File: src/rtl/urt_rx_pkg.sv
// Shared definitions for the UART RX frame checker: parity-type codes,
// FSM state encoding, the minimum data length and the expected-parity helper.
package urt_rx_pkg;

    // Parity type codes as presented on PAR_TYP.
    localparam logic [1:0] PAR_EVEN  = 2'b00;
    localparam logic [1:0] PAR_ODD   = 2'b01;
    localparam logic [1:0] PAR_MARK  = 2'b10;
    localparam logic [1:0] PAR_SPACE = 2'b11;

    // Shortest frame the checker accepts; shorter DATA_LEN values are raised to this.
    localparam int unsigned MIN_DATA_LEN = 5;

    typedef enum logic [2:0] {
        StIdle,
        StData,
        StParity,
        StStop1,
        StStop2,
        StDone
    } frm_state_e;

    // Parity bit the line should carry, given the type and the XOR of the data bits.
    function automatic logic exp_par_bit(input logic [1:0] typ, input logic acc);
        logic exp_bit;
        case (typ)
            PAR_EVEN: exp_bit = acc;
            PAR_ODD:  exp_bit = ~acc;
            PAR_MARK: exp_bit = 1'b1;
            default:  exp_bit = 1'b0;
        endcase
        return exp_bit;
    endfunction

endpackage

File: src/rtl/uart_rx_frame_check_if.sv
// Bus between the RX sampler/FSM side (master) and the frame checker (slave).
interface uart_rx_frame_check_if #(
    parameter int unsigned DATA_WIDTH = 8,
    parameter int unsigned LEN_WIDTH  = 5,
    parameter int unsigned CNT_WIDTH  = 8
);

    logic                  start_det;
    logic                  bit_valid;
    logic                  sampled_bit;
    logic                  PAR_EN;
    logic [1:0]            PAR_TYP;
    logic [LEN_WIDTH-1:0]  DATA_LEN;
    logic                  STP_2;
    logic                  cnt_clr;

    logic [DATA_WIDTH-1:0] P_DATA;
    logic                  frame_done;
    logic                  par_err;
    logic                  stp_err;
    logic                  busy;
    logic                  frm_abort;
    logic [CNT_WIDTH-1:0]  par_err_cnt;
    logic [CNT_WIDTH-1:0]  stp_err_cnt;

    modport master (
        output start_det, bit_valid, sampled_bit, PAR_EN, PAR_TYP, DATA_LEN, STP_2, cnt_clr,
        input  P_DATA, frame_done, par_err, stp_err, busy, frm_abort, par_err_cnt, stp_err_cnt
    );

    modport slave (
        input  start_det, bit_valid, sampled_bit, PAR_EN, PAR_TYP, DATA_LEN, STP_2, cnt_clr,
        output P_DATA, frame_done, par_err, stp_err, busy, frm_abort, par_err_cnt, stp_err_cnt
    );

endinterface

File: src/rtl/urt_rx_sat_cnt.sv
// Saturating up-counter with synchronous clear; clear beats increment.
module urt_rx_sat_cnt #(
    parameter int unsigned CNT_WIDTH = 8
) (
    input  logic                 CLK_FRM_CHK,
    input  logic                 RST_FRM_CHK,
    input  logic                 clr,
    input  logic                 inc,
    output logic [CNT_WIDTH-1:0] cnt
);

    logic [CNT_WIDTH-1:0] cnt_q;

    // Count events, holding at all-ones.
    always_ff @(posedge CLK_FRM_CHK or negedge RST_FRM_CHK) begin
        if (!RST_FRM_CHK) begin
            cnt_q <= '0;
        end else if (clr) begin
            cnt_q <= '0;
        end else if (inc && (cnt_q != '1)) begin
            cnt_q <= cnt_q + CNT_WIDTH'(1);
        end
    end

    // Drive the count port.
    always_comb begin
        cnt = cnt_q;
    end

endmodule

File: src/rtl/uart_rx_frame_check.sv
// Per-bit UART RX frame checker: assembles data LSB-first, accumulates parity,
// checks one or two stop bits and reports per-frame errors with a done strobe.
// Optional error counters are built only when URT_RX_ERR_CNT_EN is defined.
module uart_rx_frame_check #(
    parameter int unsigned DATA_WIDTH = 8,
    parameter int unsigned LEN_WIDTH  = 5,
    parameter int unsigned CNT_WIDTH  = 8
) (
    input  logic                  CLK_FRM_CHK,
    input  logic                  RST_FRM_CHK,
    uart_rx_frame_check_if.slave  frm
);

    import urt_rx_pkg::*;

    localparam logic [LEN_WIDTH-1:0] MinLen = LEN_WIDTH'(MIN_DATA_LEN);
    localparam logic [LEN_WIDTH-1:0] MaxLen = LEN_WIDTH'(DATA_WIDTH);

    frm_state_e            state_q, state_d;
    logic [DATA_WIDTH-1:0] shift_q, shift_d;
    logic [LEN_WIDTH-1:0]  bit_cnt_q, bit_cnt_d;
    logic                  par_acc_q, par_acc_d;
    logic                  par_fail_q, par_fail_d;
    logic                  stp_fail_q, stp_fail_d;

    // Frame configuration captured at start_det.
    logic                  par_en_q, par_en_d;
    logic [1:0]            par_typ_q, par_typ_d;
    logic [LEN_WIDTH-1:0]  data_len_q, data_len_d;
    logic                  stp2_q, stp2_d;

    // Results presented to the consumer; they hold until the next completed frame.
    logic [DATA_WIDTH-1:0] p_data_q;
    logic                  par_err_q;
    logic                  stp_err_q;
    logic                  abort_q, abort_d;
    logic                  out_load;

    logic [LEN_WIDTH-1:0]  len_clamped;
    logic                  last_data;
    logic                  frame_done;
    logic [CNT_WIDTH-1:0]  par_cnt;
    logic [CNT_WIDTH-1:0]  stp_cnt;

    // Clamp the requested data length into the supported range.
    always_comb begin
        if (frm.DATA_LEN < MinLen) begin
            len_clamped = MinLen;
        end else if (frm.DATA_LEN > MaxLen) begin
            len_clamped = MaxLen;
        end else begin
            len_clamped = frm.DATA_LEN;
        end
    end

    // State register.
    always_ff @(posedge CLK_FRM_CHK or negedge RST_FRM_CHK) begin
        if (!RST_FRM_CHK) begin
            state_q <= StIdle;
        end else begin
            state_q <= state_d;
        end
    end

    // Next-state and datapath update; start_det outranks everything, including a
    // coincident bit_valid.
    always_comb begin
        state_d    = state_q;
        shift_d    = shift_q;
        bit_cnt_d  = bit_cnt_q;
        par_acc_d  = par_acc_q;
        par_fail_d = par_fail_q;
        stp_fail_d = stp_fail_q;
        par_en_d   = par_en_q;
        par_typ_d  = par_typ_q;
        data_len_d = data_len_q;
        stp2_d     = stp2_q;
        abort_d    = 1'b0;
        out_load   = 1'b0;
        last_data  = ((bit_cnt_q + LEN_WIDTH'(1)) == data_len_q);

        if (frm.start_det) begin
            abort_d    = (state_q != StIdle) && (state_q != StDone);
            state_d    = StData;
            shift_d    = '0;
            bit_cnt_d  = '0;
            par_acc_d  = 1'b0;
            par_fail_d = 1'b0;
            stp_fail_d = 1'b0;
            par_en_d   = frm.PAR_EN;
            par_typ_d  = frm.PAR_TYP;
            data_len_d = len_clamped;
            stp2_d     = frm.STP_2;
        end else if (state_q == StDone) begin
            state_d = StIdle;
        end else if (frm.bit_valid) begin
            unique case (state_q)
                StData: begin
                    for (int i = 0; i < DATA_WIDTH; i++) begin
                        if (bit_cnt_q == LEN_WIDTH'(i)) begin
                            shift_d[i] = frm.sampled_bit;
                        end
                    end
                    par_acc_d = par_acc_q ^ frm.sampled_bit;
                    bit_cnt_d = bit_cnt_q + LEN_WIDTH'(1);
                    if (last_data) begin
                        state_d = par_en_q ? StParity : StStop1;
                    end
                end
                StParity: begin
                    if (frm.sampled_bit != exp_par_bit(par_typ_q, par_acc_q)) begin
                        par_fail_d = 1'b1;
                    end
                    state_d = StStop1;
                end
                StStop1: begin
                    if (!frm.sampled_bit) begin
                        stp_fail_d = 1'b1;
                    end
                    if (stp2_q) begin
                        state_d = StStop2;
                    end else begin
                        state_d  = StDone;
                        out_load = 1'b1;
                    end
                end
                StStop2: begin
                    if (!frm.sampled_bit) begin
                        stp_fail_d = 1'b1;
                    end
                    state_d  = StDone;
                    out_load = 1'b1;
                end
                default: ;
            endcase
        end
    end

    // Datapath and result registers; results load on the last stop bit so they
    // are already valid during the frame_done cycle.
    always_ff @(posedge CLK_FRM_CHK or negedge RST_FRM_CHK) begin
        if (!RST_FRM_CHK) begin
            shift_q    <= '0;
            bit_cnt_q  <= '0;
            par_acc_q  <= 1'b0;
            par_fail_q <= 1'b0;
            stp_fail_q <= 1'b0;
            par_en_q   <= 1'b0;
            par_typ_q  <= PAR_EVEN;
            data_len_q <= '0;
            stp2_q     <= 1'b0;
            p_data_q   <= '0;
            par_err_q  <= 1'b0;
            stp_err_q  <= 1'b0;
            abort_q    <= 1'b0;
        end else begin
            shift_q    <= shift_d;
            bit_cnt_q  <= bit_cnt_d;
            par_acc_q  <= par_acc_d;
            par_fail_q <= par_fail_d;
            stp_fail_q <= stp_fail_d;
            par_en_q   <= par_en_d;
            par_typ_q  <= par_typ_d;
            data_len_q <= data_len_d;
            stp2_q     <= stp2_d;
            abort_q    <= abort_d;
            if (out_load) begin
                p_data_q  <= shift_d;
                par_err_q <= par_fail_d;
                stp_err_q <= stp_fail_d;
            end
        end
    end

    // Decode state into the status outputs and present the result registers.
    always_comb begin
        frame_done      = (state_q == StDone);
        frm.frame_done  = frame_done;
        frm.busy        = (state_q != StIdle) && (state_q != StDone);
        frm.frm_abort   = abort_q;
        frm.P_DATA      = p_data_q;
        frm.par_err     = par_err_q;
        frm.stp_err     = stp_err_q;
        frm.par_err_cnt = par_cnt;
        frm.stp_err_cnt = stp_cnt;
    end

`ifdef URT_RX_ERR_CNT_EN
    logic par_inc;
    logic stp_inc;

    // Count each completed frame's errors once, in its done cycle.
    always_comb begin
        par_inc = frame_done & par_err_q;
        stp_inc = frame_done & stp_err_q;
    end

    urt_rx_sat_cnt #(
        .CNT_WIDTH (CNT_WIDTH)
    ) u_par_cnt (
        .CLK_FRM_CHK (CLK_FRM_CHK),
        .RST_FRM_CHK (RST_FRM_CHK),
        .clr         (frm.cnt_clr),
        .inc         (par_inc),
        .cnt         (par_cnt)
    );

    urt_rx_sat_cnt #(
        .CNT_WIDTH (CNT_WIDTH)
    ) u_stp_cnt (
        .CLK_FRM_CHK (CLK_FRM_CHK),
        .RST_FRM_CHK (RST_FRM_CHK),
        .clr         (frm.cnt_clr),
        .inc         (stp_inc),
        .cnt         (stp_cnt)
    );
`else
    logic unused_cnt_clr;

    // Counters absent: ports read as zero and the clear input has no effect.
    always_comb begin
        par_cnt        = '0;
        stp_cnt        = '0;
        unused_cnt_clr = frm.cnt_clr;
    end
`endif

endmodule

File: src/flat_wrapper.sv
// flat-port wrapper written by rule: the top's interface ports become plain ports
module uart_rx_frame_check_flat import urt_rx_pkg::*;
#(
    parameter int unsigned DATA_WIDTH = 8,
    parameter int unsigned LEN_WIDTH  = 5,
    parameter int unsigned CNT_WIDTH  = 8
)
  (CLK_FRM_CHK, RST_FRM_CHK, frm_start_det, frm_bit_valid, frm_sampled_bit, frm_PAR_EN, frm_PAR_TYP, frm_DATA_LEN, frm_STP_2, frm_cnt_clr, frm_P_DATA, frm_frame_done, frm_par_err, frm_stp_err, frm_busy, frm_frm_abort, frm_par_err_cnt, frm_stp_err_cnt);
  uart_rx_frame_check_if #(.DATA_WIDTH(DATA_WIDTH), .LEN_WIDTH(LEN_WIDTH), .CNT_WIDTH(CNT_WIDTH)) frm_i ();
  input  logic CLK_FRM_CHK;
  input  logic RST_FRM_CHK;
  input wire logic [$bits(frm_i.start_det)-1:0] frm_start_det;
  input wire logic [$bits(frm_i.bit_valid)-1:0] frm_bit_valid;
  input wire logic [$bits(frm_i.sampled_bit)-1:0] frm_sampled_bit;
  input wire logic [$bits(frm_i.PAR_EN)-1:0] frm_PAR_EN;
  input wire logic [$bits(frm_i.PAR_TYP)-1:0] frm_PAR_TYP;
  input wire logic [$bits(frm_i.DATA_LEN)-1:0] frm_DATA_LEN;
  input wire logic [$bits(frm_i.STP_2)-1:0] frm_STP_2;
  input wire logic [$bits(frm_i.cnt_clr)-1:0] frm_cnt_clr;
  output wire logic [$bits(frm_i.P_DATA)-1:0] frm_P_DATA;
  output wire logic [$bits(frm_i.frame_done)-1:0] frm_frame_done;
  output wire logic [$bits(frm_i.par_err)-1:0] frm_par_err;
  output wire logic [$bits(frm_i.stp_err)-1:0] frm_stp_err;
  output wire logic [$bits(frm_i.busy)-1:0] frm_busy;
  output wire logic [$bits(frm_i.frm_abort)-1:0] frm_frm_abort;
  output wire logic [$bits(frm_i.par_err_cnt)-1:0] frm_par_err_cnt;
  output wire logic [$bits(frm_i.stp_err_cnt)-1:0] frm_stp_err_cnt;
  assign frm_i.start_det = frm_start_det;
  assign frm_i.bit_valid = frm_bit_valid;
  assign frm_i.sampled_bit = frm_sampled_bit;
  assign frm_i.PAR_EN = frm_PAR_EN;
  assign frm_i.PAR_TYP = frm_PAR_TYP;
  assign frm_i.DATA_LEN = frm_DATA_LEN;
  assign frm_i.STP_2 = frm_STP_2;
  assign frm_i.cnt_clr = frm_cnt_clr;
  assign frm_P_DATA = frm_i.P_DATA;
  assign frm_frame_done = frm_i.frame_done;
  assign frm_par_err = frm_i.par_err;
  assign frm_stp_err = frm_i.stp_err;
  assign frm_busy = frm_i.busy;
  assign frm_frm_abort = frm_i.frm_abort;
  assign frm_par_err_cnt = frm_i.par_err_cnt;
  assign frm_stp_err_cnt = frm_i.stp_err_cnt;
  uart_rx_frame_check #(.DATA_WIDTH(DATA_WIDTH), .LEN_WIDTH(LEN_WIDTH), .CNT_WIDTH(CNT_WIDTH)) u_core (.CLK_FRM_CHK(CLK_FRM_CHK), .RST_FRM_CHK(RST_FRM_CHK), .frm(frm_i));
endmodule
File: config.mk
export PLATFORM = sky130hd
export DESIGN_NAME = uart_rx_frame_check_flat
export DESIGN_NICKNAME = d
export VERILOG_FILES = /design/src/rtl/urt_rx_pkg.sv /design/src/rtl/uart_rx_frame_check_if.sv /design/src/rtl/urt_rx_sat_cnt.sv /design/src/rtl/uart_rx_frame_check.sv /design/src/flat_wrapper.sv
export SDC_FILE = /design/constraint.sdc
export NUM_CORES = 1
export LEC_CHECK = 0
export CAP_MARGIN = 30
export CORE_MARGIN = 5
export CORE_UTILIZATION = 55
export DETAILED_ROUTE_END_ITERATION = 12
export PLACE_DENSITY = 0.91
export SYNTH_ARGS = -nofsm -noshare
export SYNTH_HDL_FRONTEND = slang
export SYNTH_SLANG_ARGS = --single-unit
File: constraint.sdc
create_clock -name CLK_FRM_CHK -period 4.36 [get_ports CLK_FRM_CHK]
set_clock_uncertainty 0.1 [all_clocks]
set_input_delay 0.436 -clock CLK_FRM_CHK [delete_from_list [all_inputs] [get_ports CLK_FRM_CHK]]
set_output_delay 0.436 -clock CLK_FRM_CHK [all_outputs]
set_load 0.02 [all_outputs]
# ---- After elaboration in Yosys (flattened, before gate mapping)
# Cells that the tools add are included.
dict set report word_totals {
  inputBits 15
  ram_bits 0
  mem_bits_ro 0
  regBits 39
  output_inout_bits 29
  latchBits 0
  wordCells 99
  n_memories 0
}
dict set report classes {
  n_lt_le_gt_ge 2
  n_mul 0
  bitwise 2
  n_div 0
  n_reduce_logical 11
  add_sub_neg 1
  n_mux 50
  eq_ne 19
  n_shift 0
}
# cell n
set op_table {}
lappend op_table {{2-to-1 mux 1 bit} 33}
lappend op_table {{2-to-1 mux 8 bit} 4}
lappend op_table {{2-to-1 mux 5 bit} 6}
lappend op_table {{equality test 5 x 3 -> 1 bit, second input constant} 4}
lappend op_table {{2-to-1 mux 3 bit} 4}
lappend op_table {{case mux 3 bit (4 select lines)} 1}
lappend op_table {{equality test 5 x 2 -> 1 bit, second input constant} 2}
lappend op_table {{equality test 3 x 2 -> 1 bit, second input constant} 2}
lappend op_table {{equality test 3 bit, second input constant} 2}
lappend op_table {{AND reduction 3 bit} 2}
lappend op_table {{nonzero test 3 bit} 2}
lappend op_table {{nonzero test 6 bit} 1}
lappend op_table {{adder 5 x 1 -> 5 bit, second input constant} 1}
lappend op_table {{equality test 5 x 1 -> 1 bit, second input constant} 1}
lappend op_table {{equality test 5 bit} 1}
lappend op_table {{> comparator 5 x 4 -> 1 bit, second input constant} 1}
lappend op_table {{logical NOT 5 bit} 1}
lappend op_table {{less-than comparator 5 x 3 -> 1 bit, second input constant} 1}
lappend op_table {{!= test 4 x 3 -> 1 bit, second input constant} 1}
lappend op_table {{nonzero test 2 bit} 2}
lappend op_table {{equality test 3 x 1 -> 1 bit, second input constant} 1}
lappend op_table {{!= test 3 bit, second input constant} 1}
lappend op_table {{case mux 1 bit (3 select lines)} 1}
lappend op_table {{equality test 2 x 1 -> 1 bit, second input constant} 1}
lappend op_table {{other kinds (9)} 9}

# ---- Logic depth before layout (Yosys ltp)
# Gate-level depths: netlist (run 1).
dict set report depth {
  depth_word 12
  ltp_mapped 7
  mapped_depth_nobuf 7
}

# ---- Least setup slack after synthesis (run 1)
# OpenSTA, ideal clock, no wires.
dict set report synth_path {
  path_type {register -> register}
  startpoint {register u_core.bit_cnt_q[0]}
  endpoint {register u_core.p_data_q[0], in the netlist u_core.frm.P_DATA[0]}
  setup_time_ps 131
  synth_period_minus_slack_ps 1829
  required_time_ps 4129
  stages_incl_launch_ff 8
  slack_ps 2531
  t_arrival_ps 1598
  path_cell_list {dfrtp_1 -> inv_1 -> ha_1 -> or3b_2 -> nor3_2 -> inv_1 -> o21ai_0 -> o21ai_0}
}
dict set report synth_via {
  elab_chain_len 6
}
# element line_no
set synth_rtl {}
lappend synth_rtl {{start: declaration} uart_rx_frame_check.sv:21} ;# logic [LEN_WIDTH-1:0] bit_cnt_q, bit_cnt_d;
lappend synth_rtl {{start signal: assignment} uart_rx_frame_check.sv:158} ;# bit_cnt_q <= bit_cnt_d;
lappend synth_rtl {{logical NOT 5 bit} uart_rx_frame_check.sv:100} ;# if (bit_cnt_q == LEN_WIDTH'(i)) begin
lappend synth_rtl {{2-to-1 mux 1 bit} uart_rx_frame_check.sv:100}
lappend synth_rtl {{2-to-1 mux 8 bit} uart_rx_frame_check.sv:97} ;# unique case (state_q)
lappend synth_rtl {{2-to-1 mux 8 bit} uart_rx_frame_check.sv:96} ;# end else if (frm.bit_valid) begin
lappend synth_rtl {{2-to-1 mux 8 bit} uart_rx_frame_check.sv:94} ;# end else if (state_q == StDone) begin
lappend synth_rtl {{2-to-1 mux 8 bit} uart_rx_frame_check.sv:82} ;# if (frm.start_det) begin
lappend synth_rtl {{end signal: assignment} uart_rx_frame_check.sv:168} ;# p_data_q <= shift_d;
lappend synth_rtl {{end: declaration} uart_rx_frame_check.sv:33} ;# logic [DATA_WIDTH-1:0] p_data_q;
# No other way between the ends.
# A chain may end at the register's enable or synchronous reset.

# ---- Final worst setup path (run 1)
dict set report layout_path {
  startpoint {register u_core.state_q[0]}
  endpoint {output frm_busy}
}
dict set report layout_via {
  elab_chain_len 2
  word_cells_on_any_way 3
  classes_between {eq/ne: 1; reduce/logical: 2}
}
# element line_no
set layout_rtl {}
lappend layout_rtl {{start: declaration} uart_rx_frame_check.sv:19} ;# frm_state_e state_q, state_d;
lappend layout_rtl {{start signal: assignment} uart_rx_frame_check.sv:59} ;# state_q <= StIdle;
lappend layout_rtl {{start signal: assignment} uart_rx_frame_check.sv:61} ;# state_q <= state_d;
lappend layout_rtl {{!= test 3 bit / nonzero test 3 bit (equally long branches)} uart_rx_frame_check.sv:179} ;# frm.busy = (state_q != StIdle) && (state_q != StDone);
lappend layout_rtl {{logical AND 1 bit (*)} uart_rx_frame_check.sv:179}
lappend layout_rtl {{end: declaration} flat_wrapper.sv:24} ;# output wire logic [$bits(frm_i.busy)-1:0] frm_busy;
# Mark *: on every way between the ends. The rest lies on a longest branch, timed or not.

==> results by group, run 1 <==
Routing
  • Post-DR wirelength/cell: 13.79 µm
  • DRC Markers: 0
  • Drt initial violations: 70
  • Via count: 1482
  • Detailed-route wire length: 3861 µm
  • First-pass iteration count of the detailed router: 4
  • Vias/cell: 5.293
  • Antenna Nets Post-Route: 0

Synthesis
  • Post-Syn Instances: 211
  • Synth cell types: 43
  • Yosys warns: 0
  • Seq/Total Area, Yosys: 46.35%
  • Mapped cell area: 2106 µm²
  • Syn_area_per_cell: 9.980 µm²
  • FF+latch count, synth: 39

Timing
  • # setup viols final: 0
  • Hold Fails Final Rpt: 0
  • Tcrit/Tclk final: 59.96%
  • Tightest Pin Transition: 0.8543 ns
  • Setup TNS Final: 0 ns
  • FMAX: 0.3825 GHz
  • Crit path setup slack, layout: 1.746 ns
  • Slew Limit Headroom: 43.05%
  • Slew Limit Fails: 0
  • RSZ-0062 raised after global routing: false
  • Min Tclk post-route: 2.614 ns

Critical path
  • Crit Path Category: reg2out
  • R2R Path End: u_core.frm.P_DATA[0]
  • WP data arrival: 2.08 ns
  • Worst setup SP type: register
  • CP endpoint kind: output port
  • Worst reg2reg startpoint: u_core.bit_cnt_q[0]
  • CP required: 3.82 ns
  • FF-to-FF setup slack: 2.32 ns
  • R2R depth: 7
  • Max Fanout on Critical Path: 11

GRT
  • Gr usage total: 16.54%
  • Largest net degree at the start of global routing: 40
  • Vias in the first global route: 1529
  • Grt ovf: 0
  • First-pass GRT wire length: 6693 µm
  • Initial antenna violation count: 0

Die
  • I/O pin cnt: 44
  • Initial Util: 57.09%
  • DIE AREA: 5166 µm²
  • Chip Width: 71.88 µm
  • Core area: 3689 µm²
  • Number of cell rows: 22
  • Die Ht: 71.88 µm

Layout
  • Area Growth Syn to Fin: 12.95%
  • Proportion of layout cells with a drive suffix above 1: 10.34%
  • Nets: 250
  • Final Instance Count excl. Fillers: 280
  • Antenna Cells: 0

Run
  • # Max-Cap Violations: 0

Clocking
  • Clock transition at path regs: 0.07 ns
  • H-tree depth: 2
  • Clock Root Buffer: clkbuf_8
  • Post-CTS Setup Inserts: 0
  • CTS tree: yes
  • CTS sink cnt: 39
  • Hold Buf Count CTS: 0
  • Post-cts resize count: 0
  • Worst-Skew Late Latency: 0.29 ns
  • Clk buf depth: 2
  • Total CTS buffers: 5

Placement
  • GP Congestion: 0.8053
  • I/O Buffers: 26
  • Dpl ws: 1.926 ns
  • Placed cell count: 272
  • DP HPWL: 2722 µm

Power
  • Pwr Density: 306.4 nW/µm²
  • Comb pwr share: 14.6%
  • Peak VDD IR: 272.6 µV
  • Switching Share: 27.35%
  • NetSw: 0.0001993 W
  • Leakage: 1.029 nW
  • Internal power: 0.0005295 W
  • Clk pwr share: 32.3%
  • Register share of total power: 53.1%

Run status
  • Status: finished clean

Min path
  • Worst hold path class: in2async
[registers in the layout (all words and copies together), names as in the netlist]
signal and cells:
u_core.bit_cnt_q 5, u_core.data_len_q 5, u_core.frm.P_DATA 8, u_core.frm.frm_abort 1, u_core.frm.par_err 1, u_core.frm.stp_err 1, u_core.par_acc_q 1, u_core.par_en_q 1
u_core.par_fail_q 1, u_core.par_typ_q 2, u_core.shift_q 8, u_core.state_q 3, u_core.stp2_q 1, u_core.stp_fail_q 1
[cells in the final DEF (no fill, tap or decap), types with 5 or more instances in the layout]
cell,Yosys,routed
dfrtp_1,39,39
clkdlybuf4s50_1,0,25
nand2_1,20,20
nor2_1,17,17
o21ai_0,17,17
conb_1,1,16
a21oi_1,9,9
inv_1,7,7
mux2i_1,6,6
nand3b_1,6,6
xor2_1,6,6
clkbuf_8,0,5
[worst max path at each step]
stage	depth (start not counted)	start	slack, ns	endpoint
finish	3	u_core.state_q[0]	1.75	frm_busy
global route	3	u_core.state_q[0]	1.66	frm_busy
CTS	3	u_core.state_q[0]	1.73	frm_busy
detailed placement	6	frm_bit_valid	1.93	u_core.frm.P_DATA[7]
global placement	6	frm_bit_valid	1.99	u_core.frm.P_DATA[7]
floorplan	7	u_core.bit_cnt_q[0]	2.53	u_core.frm.P_DATA[0]
[through the flow]
stage / utilization (%) / instance area [µm²] / power [W] / hold WS [ns]
after global placement: 62.18 / 2293 / 0.0004953 / 0.3621
after global routing: 64.48 / 2379 / 0.0007676 / 0.2016
final: 64.48 / 2379 / 0.0007288 / 0.1517
after floorplan: - / 2162 / 0.0004771 / 0.04041
after detailed placement: 62.18 / 2293 / 0.0005004 / 0.3749
after CTS: 64.48 / 2379 / 0.0007369 / 0.1783
[cell usage after synthesis (all sizes together)]
| master | count | area share [%] |
|---|---|---|
| nand2b | 3 | 0.89 |
| clkbuf | 6 | 1.1 |
| o211ai | 2 | 0.71 |
| o32ai | 1 | 0.42 |
| mux2 | 4 | 2.1 |
| nor4 | 2 | 2.0 |
| and3b | 1 | 0.48 |
| and4bb | 1 | 0.59 |
| buf | 23 | 8.0 |
| o21ai | 19 | 4.5 |
| nand4 | 1 | 0.30 |
| nor3 | 6 | 1.9 |
| xnor2 | 4 | 1.7 |
| conb | 1 | 0.18 |
| nand3 | 4 | 0.95 |
| or3b | 1 | 0.42 |
| mux2i | 6 | 2.9 |
| xor2 | 7 | 3.3 |
| o22ai | 1 | 0.30 |
| dfrtp | 39 | 46 |
| nor3b | 2 | 0.71 |
| a311o | 1 | 0.48 |
| or3 | 3 | 0.95 |
| a21boi | 1 | 0.36 |
| and2b | 1 | 0.42 |
| nor2b | 3 | 0.89 |
| nor2 | 17 | 3.0 |
| ha | 4 | 2.4 |
| o31ai | 2 | 0.71 |
| nand3b | 6 | 2.1 |
| a21oi | 9 | 2.1 |
| o21a | 1 | 0.36 |
| nand2 | 20 | 3.6 |
| nand4bb | 1 | 1.3 |
| inv | 7 | 1.2 |
| and2 | 1 | 0.30 |
[worst max-delay path, stage by stage (launching register included)]
cell and delay [ns]:
dfrtp_1 0.51, and2b_2 0.27, or3_2 0.46, clkdlybuf4s50_1 0.55
[power by group through the flow]
| stage | registers [W] | clock network, W | logic [W] |
|---|---|---|---|
| after floorplan | 0.000391 | 0 | 0.0000863 |
| after global placement | 0.000393 | 0 | 0.000103 |
| after detailed placement | 0.000394 | 0 | 0.000107 |
| after CTS | 0.000387 | 0.000243 | 0.000107 |
| after global routing | 0.000389 | 0.000261 | 0.000118 |
| final | 0.000387 | 0.000236 | 0.000106 |
[layout make-up]
class                   count  area, µm²
flip-flops and latches     39      975.9
clock inverters             2      12.51
multi-input cells         151      968.4
inverters                   7      26.28
repair buffers             27      262.8
fillers                   312       1310
well taps                  48      60.06
clock buffers               6      72.57
[kinds of logic after synthesis]
logic type,Yosys count,synth area share [%]
mux,10,4.991
fa+ha+maj,4,2.377
compound gates,37,9.982
other cells,1,0.1781
buf+inv,36,10.34
flops,39,46.35
xor+xnor,11,4.932
simple gates,73,20.86
[metal layers]
layer	vias up	GRT usage, %	routed length [µm]	part of all wire (%)
li1	713	-	-	-
met1	726	18.48	1582	41
met2	37	29.39	2037	53
met3	6	5.470	189	4.9
met4	0	5.637	52	1.3
met5	-	0	0	0
Power figures use the tool's default switching activity.
==> run 2, diff against run 1 <==
CORE_UTILIZATION = 51   (was 55)
PLACE_DENSITY = 0.86   (was 0.91)
clock period = 2.6 ns   (was 4.36 ns; I/O delays follow)
==> run 2 against run 1 <==
Net effect: sequential power increased by 67%; global-route usage fell by 1.2 points; highest routed layer unchanged; die area increased by 6.7%; largest power group unchanged; register-to-register slack got worse by 1.7 ns; wire length down 3.9%.
==> results by group, run 2 (synthesis gave the netlist of run 1 again) <==
Clocking
  • Hold Buf Count CTS: 1
  • Worst-Skew Late Latency: 0.29 ns
  • CTS tree: yes
  • CTS sink cnt: 39
  • H-tree depth: 2
  • Total CTS buffers: 5
  • Clock Root Buffer: clkbuf_8
  • Post-cts resize count: 0
  • Post-CTS Setup Inserts: 0
  • Clk buf depth: 2
  • Clock transition at path regs: 0.07 ns

Timing
  • Hold Fails Final Rpt: 0
  • RSZ-0062 raised after global routing: false
  • Tightest Pin Transition: 0.8515 ns
  • Setup TNS Final: 0 ns
  • Slew Limit Fails: 0
  • Crit path setup slack, layout: 0.1811 ns
  • # setup viols final: 0
  • FMAX: 0.4134 GHz
  • Tcrit/Tclk final: 93.03%
  • Min Tclk post-route: 2.419 ns
  • Slew Limit Headroom: 43.23%

Die
  • I/O pin cnt: 44
  • Die Ht: 74.26 µm
  • Initial Util: 52.64%
  • Chip Width: 74.26 µm
  • Core area: 4000 µm²
  • Number of cell rows: 23
  • DIE AREA: 5514 µm²

GRT
  • Grt ovf: 0
  • Gr usage total: 15.36%
  • Vias in the first global route: 1411
  • First-pass GRT wire length: 6417 µm
  • Initial antenna violation count: 0
  • Largest net degree at the start of global routing: 40

Critical path
  • CP cell instances: and2b_2 -> or3_2 -> clkdlybuf4s50_1
  • Worst setup SP type: register
  • Crit Path Category: reg2out
  • Crit-path slowest cell: clkdlybuf4s50_1
  • WP data arrival: 2.06 ns
  • WP buf/inv: 1
  • CP peak stage delay: 0.55 ns
  • CP required: 2.24 ns
  • CP endpoint kind: output port
  • Max Fanout on Critical Path: 11
  • Crit path max-delay family: simple AND/OR/NAND/NOR gates

Run
  • # Max-Cap Violations: 0

Routing
  • First-pass iteration count of the detailed router: 4
  • Via count: 1460
  • Drt initial violations: 62
  • Detailed-route wire length: 3710 µm
  • Post-DR wirelength/cell: 13.11 µm
  • DRC Markers: 0
  • Vias/cell: 5.159
  • Antenna Nets Post-Route: 0

Power
  • Leakage: 1.053 nW
  • PnR Total Power: 0.001346 W
  • Pwr Density: 555.5 nW/µm²
  • Peak VDD IR: 389.4 µV

Layout
  • Most frequent cells in the layout: 39 x dfrtp_1, 25 x clkdlybuf4s50_1, 20 x nand2_1
  • Proportion of layout cells with a drive suffix above 1: 10.73%
  • Most common cell after layout, fill and taps aside: dfrtp_1
  • Antenna Cells: 0
  • Filler cells: 347
  • Nets: 251
  • Final Instance Count excl. Fillers: 283
  • Area Growth Syn to Fin: 15.09%

Placement
  • GP Congestion: 0.7727
  • Dpl ws: 0.3750 ns
  • Placed cell count: 274
  • I/O Buffers: 26
  • DP HPWL: 2566 µm

Min path
  • Worst hold path class: reg2reg

Run status
  • Status: finished clean
run 2: final timing paths:
path                                 startpoint              endpoint  slack [ns]  depth (start not counted)
max reg2reg                   u_core.state_q[0]    u_core.frm.stp_err        0.59                          4
min in group asynchronous           RST_FRM_CHK   u_core.par_typ_q[0]        0.51                          2
min reg2reg                u_core.frm.P_DATA[5]  u_core.frm.P_DATA[5]        0.38                          2
max in group asynchronous           RST_FRM_CHK  u_core.data_len_q[3]        1.36                          2
min                        u_core.frm.P_DATA[5]  u_core.frm.P_DATA[5]        0.38                          2
max                           u_core.state_q[0]              frm_busy        0.18                          3
run 2: worst reg2reg max path, stage by stage (launching register included):
cell and delay, ns:
dfrtp_1 0.50, nand2b_1 0.23, o22ai_1 0.17, nand3b_1 0.50, o31ai_1 0.42
run 2: stage by stage:
| step | util [%] | area, µm² | hold WS [ns] |
|---|---|---|---|
| 2_1_floorplan | - | 2162 | -0.1356 |
| 4_1_cts | 60.59 | 2424 | 0.3872 |
| 3_5_place_dp | 57.40 | 2296 | 0.3175 |
| 6_report | 60.59 | 2424 | 0.3783 |
| 5_1_grt | 60.59 | 2424 | 0.3998 |
| 3_3_place_gp | 57.40 | 2296 | 0.3162 |
run 2: cell type report:
cell class              count  area, µm²  area share [%]
flip-flops and latches     39      975.9           40.27
multi-input cells         151      968.4           39.96
repair buffers             28      272.8           11.25
clock buffers               6      82.58           3.407
well taps                  50      62.56           2.581
clock inverters             2      35.03           1.446
inverters                   7      26.28           1.084
run 2: power by group:
part / switching [W] / leakage (nW) / total, W / internal (W)
Clock: 0.000211 / 0.0612 / 0.000522 / 0.000310
Combinational: 0.000103 / 0.472 / 0.000177 / 0.0000733
Sequential: 0.0000203 / 0.520 / 0.000648 / 0.000628
run 2: per-layer routing:
| metal | vias to the layer above | GRT usage [%] | share of wire (%) |
|---|---|---|---|
| met5 | - | 0 | 0 |
| met4 | 0 | 5.336 | 1.5 |
| met3 | 5 | 5.000 | 5.4 |
| met2 | 29 | 25.10 | 51 |
| met1 | 710 | 19.30 | 42 |
| li1 | 716 | - | - |
==> run 3, diff against run 2 <==
CORE_UTILIZATION = 50   (was 51)
PLACE_DENSITY = 0.84   (was 0.86)
REMOVE_ABC_BUFFERS = 1   (was unset)
SKIP_LAST_GASP = 1   (was unset)
==> run 3 against run 2 <==
Net effect: the run now ends with hold timing left; sequential share of layout area grew 0.17 points; wire length is 0.40% higher; total power down 0.31%; critical endpoint unchanged.
==> results by group, run 3 (synthesis gave the netlist of run 1 again) <==
Layout
  • Area of the multi-input gates: 968.4 µm²
  • Area Growth Syn to Fin: 14.62%
  • Antenna Cells: 0
  • Design area: 2414 µm²
  • Most common cell after layout, fill and taps aside: dfrtp_1
  • Proportion of layout cells with a drive suffix above 1: 10.78%
  • Nets: 250
  • Most frequent cells in the layout: 39 x dfrtp_1, 25 x clkdlybuf4s50_1, 20 x nand2_1
  • Layout Utilization: 59.91%
  • Filler cells: 351
  • Sequential standard cell area: 975.9 µm²
  • Final Instance Count excl. Fillers: 282

Die
  • I/O pin cnt: 44
  • DIE AREA: 5609 µm²
  • Chip Width: 74.90 µm
  • Number of cell rows: 23
  • Core area: 4029 µm²
  • Initial Util: 52.27%
  • Die Ht: 74.90 µm

Critical path
  • CP peak stage delay: 0.55 ns
  • Max Fanout on Critical Path: 11
  • CP cell instances: and2b_2 -> or3_2 -> clkdlybuf4s50_1
  • FF-to-FF setup slack: 0.56 ns
  • CP endpoint kind: output port
  • R2R Path End: u_core.state_q[0]
  • R2R depth: 5
  • Worst setup SP type: register
  • Crit-path slowest cell: clkdlybuf4s50_1
  • Worst reg2reg startpoint: u_core.bit_cnt_q[2]
  • Crit Path Category: reg2out
  • WP data arrival: 2.07 ns
  • CP required: 2.24 ns

Run status
  • Status: finished with violations
  • Violated checks: hold timing

GRT
  • Grt ovf: 0
  • Largest net degree at the start of global routing: 40
  • Initial antenna violation count: 0
  • First-pass GRT wire length: 6313 µm
  • Vias in the first global route: 1396
  • Gr usage total: 14.89%

Run
  • # Max-Cap Violations: 0

Clocking
  • Clock Root Buffer: clkbuf_8
  • Post-CTS Setup Inserts: 0
  • Total CTS buffers: 5
  • CTS tree: yes
  • CTS sink cnt: 39
  • Clock transition at path regs: 0.07 ns
  • H-tree depth: 2
  • Post-cts resize count: 0
  • Hold Buf Count CTS: 0
  • Clk buf depth: 2
  • Worst-Skew Late Latency: 0.29 ns

Placement
  • Dpl ws: 0.3770 ns
  • Placed cell count: 274
  • GP Congestion: 0.7998
  • DP HPWL: 2522 µm
  • Cell Area, Placed: 2296 µm²
  • I/O Buffers: 26

Timing
  • FMAX: 0.4108 GHz
  • Tightest Pin Transition: 0.8540 ns
  • Setup TNS Final: 0 ns
  • Hold Fails Final Rpt: 39
  • RSZ-0062 raised after global routing: false
  • Slew Limit Fails: 0
  • Crit path setup slack, layout: 0.1657 ns
  • Final hold slack: -0.02535 ns
  • Min Tclk post-route: 2.434 ns
  • Slew Limit Headroom: 43.07%
  • # setup viols final: 0
  • Tcrit/Tclk final: 93.63%

Routing
  • Vias/cell: 5.145
  • Antenna Nets Post-Route: 0
  • Via count: 1451
  • Drt initial violations: 81
  • Detailed-route wire length: 3725 µm
  • WL met1: 1639 µm
  • First-pass iteration count of the detailed router: 4
  • Metal2 WL: 1839 µm
  • DRC Markers: 0
  • Met3 routed WL: 223 µm
  • Post-DR wirelength/cell: 13.21 µm
  • Top sig layer: met4

Power
  • Pwr Density: 556.1 nW/µm²
  • Peak VDD IR: 358.3 µV
  • Leakage: 1.049 nW

Min path
  • Worst hold path class: in2async
## run 3: cell types whose count changed in the layout (fill, tap and decap cells not counted), sizes merged
| cell | before | now |
|---|---|---|
| dlygate4sd3 | 1 | 0 |
## run 3: final cells by class
| type | instances | share of cell area [%] |
|---|---|---|
| clock buffer | 6 | 3.421 |
| inverter | 7 | 1.089 |
| timing repair buffer | 27 | 10.89 |
| clock inverter | 2 | 1.452 |
| tap | 50 | 2.592 |
| sequential | 39 | 40.44 |
| multi-input combinational | 151 | 40.12 |
## run 3: worst max-delay path, delay by kind of cell, from the launching register on
| family | cells | cell delay (ns) |
|---|---|---|
| AND/OR/NAND/NOR | 2 | 0.72 |
| flip-flops | 1 | 0.51 |
| buffers and inverters | 1 | 0.55 |
## run 3: where the power goes
group | total [W] | switching (W) | internal (W)
Clock | 0.000516 | 0.000206 | 0.000310
Sequential | 0.000649 | 0.0000210 | 0.000628
Combinational | 0.000177 | 0.000105 | 0.0000721
## run 3: metal layers
layer	vias up	global-route usage [%]
met5	-	0
met4	0	5.336
met3	2	4.940
met2	36	24.37
met1	692	18.38
li1	721	-
## run 3: worst max path at each step
stage	startpoint	endpoint	slack (ns)	depth (start not counted)
2_1_floorplan	u_core.bit_cnt_q[0]	u_core.frm.P_DATA[0]	0.76	7
3_3_place_gp	frm_bit_valid	u_core.frm.P_DATA[7]	0.43	6
3_5_place_dp	frm_bit_valid	u_core.frm.P_DATA[7]	0.38	6
4_1_cts	u_core.state_q[0]	frm_busy	0.16	3
5_1_grt	u_core.state_q[0]	frm_busy	0.08	3
6_report	u_core.state_q[0]	frm_busy	0.17	3
## run 3: per-stage QoR
step	total power (W)	hold slack [ns]
after floorplan	0.0007687	-0.1356
after global placement	0.0008314	0.3186
after detailed placement	0.0008375	0.3150
after CTS	0.001358	0.002990
after global routing	0.001409	0.04140
final	0.001342	-0.02535
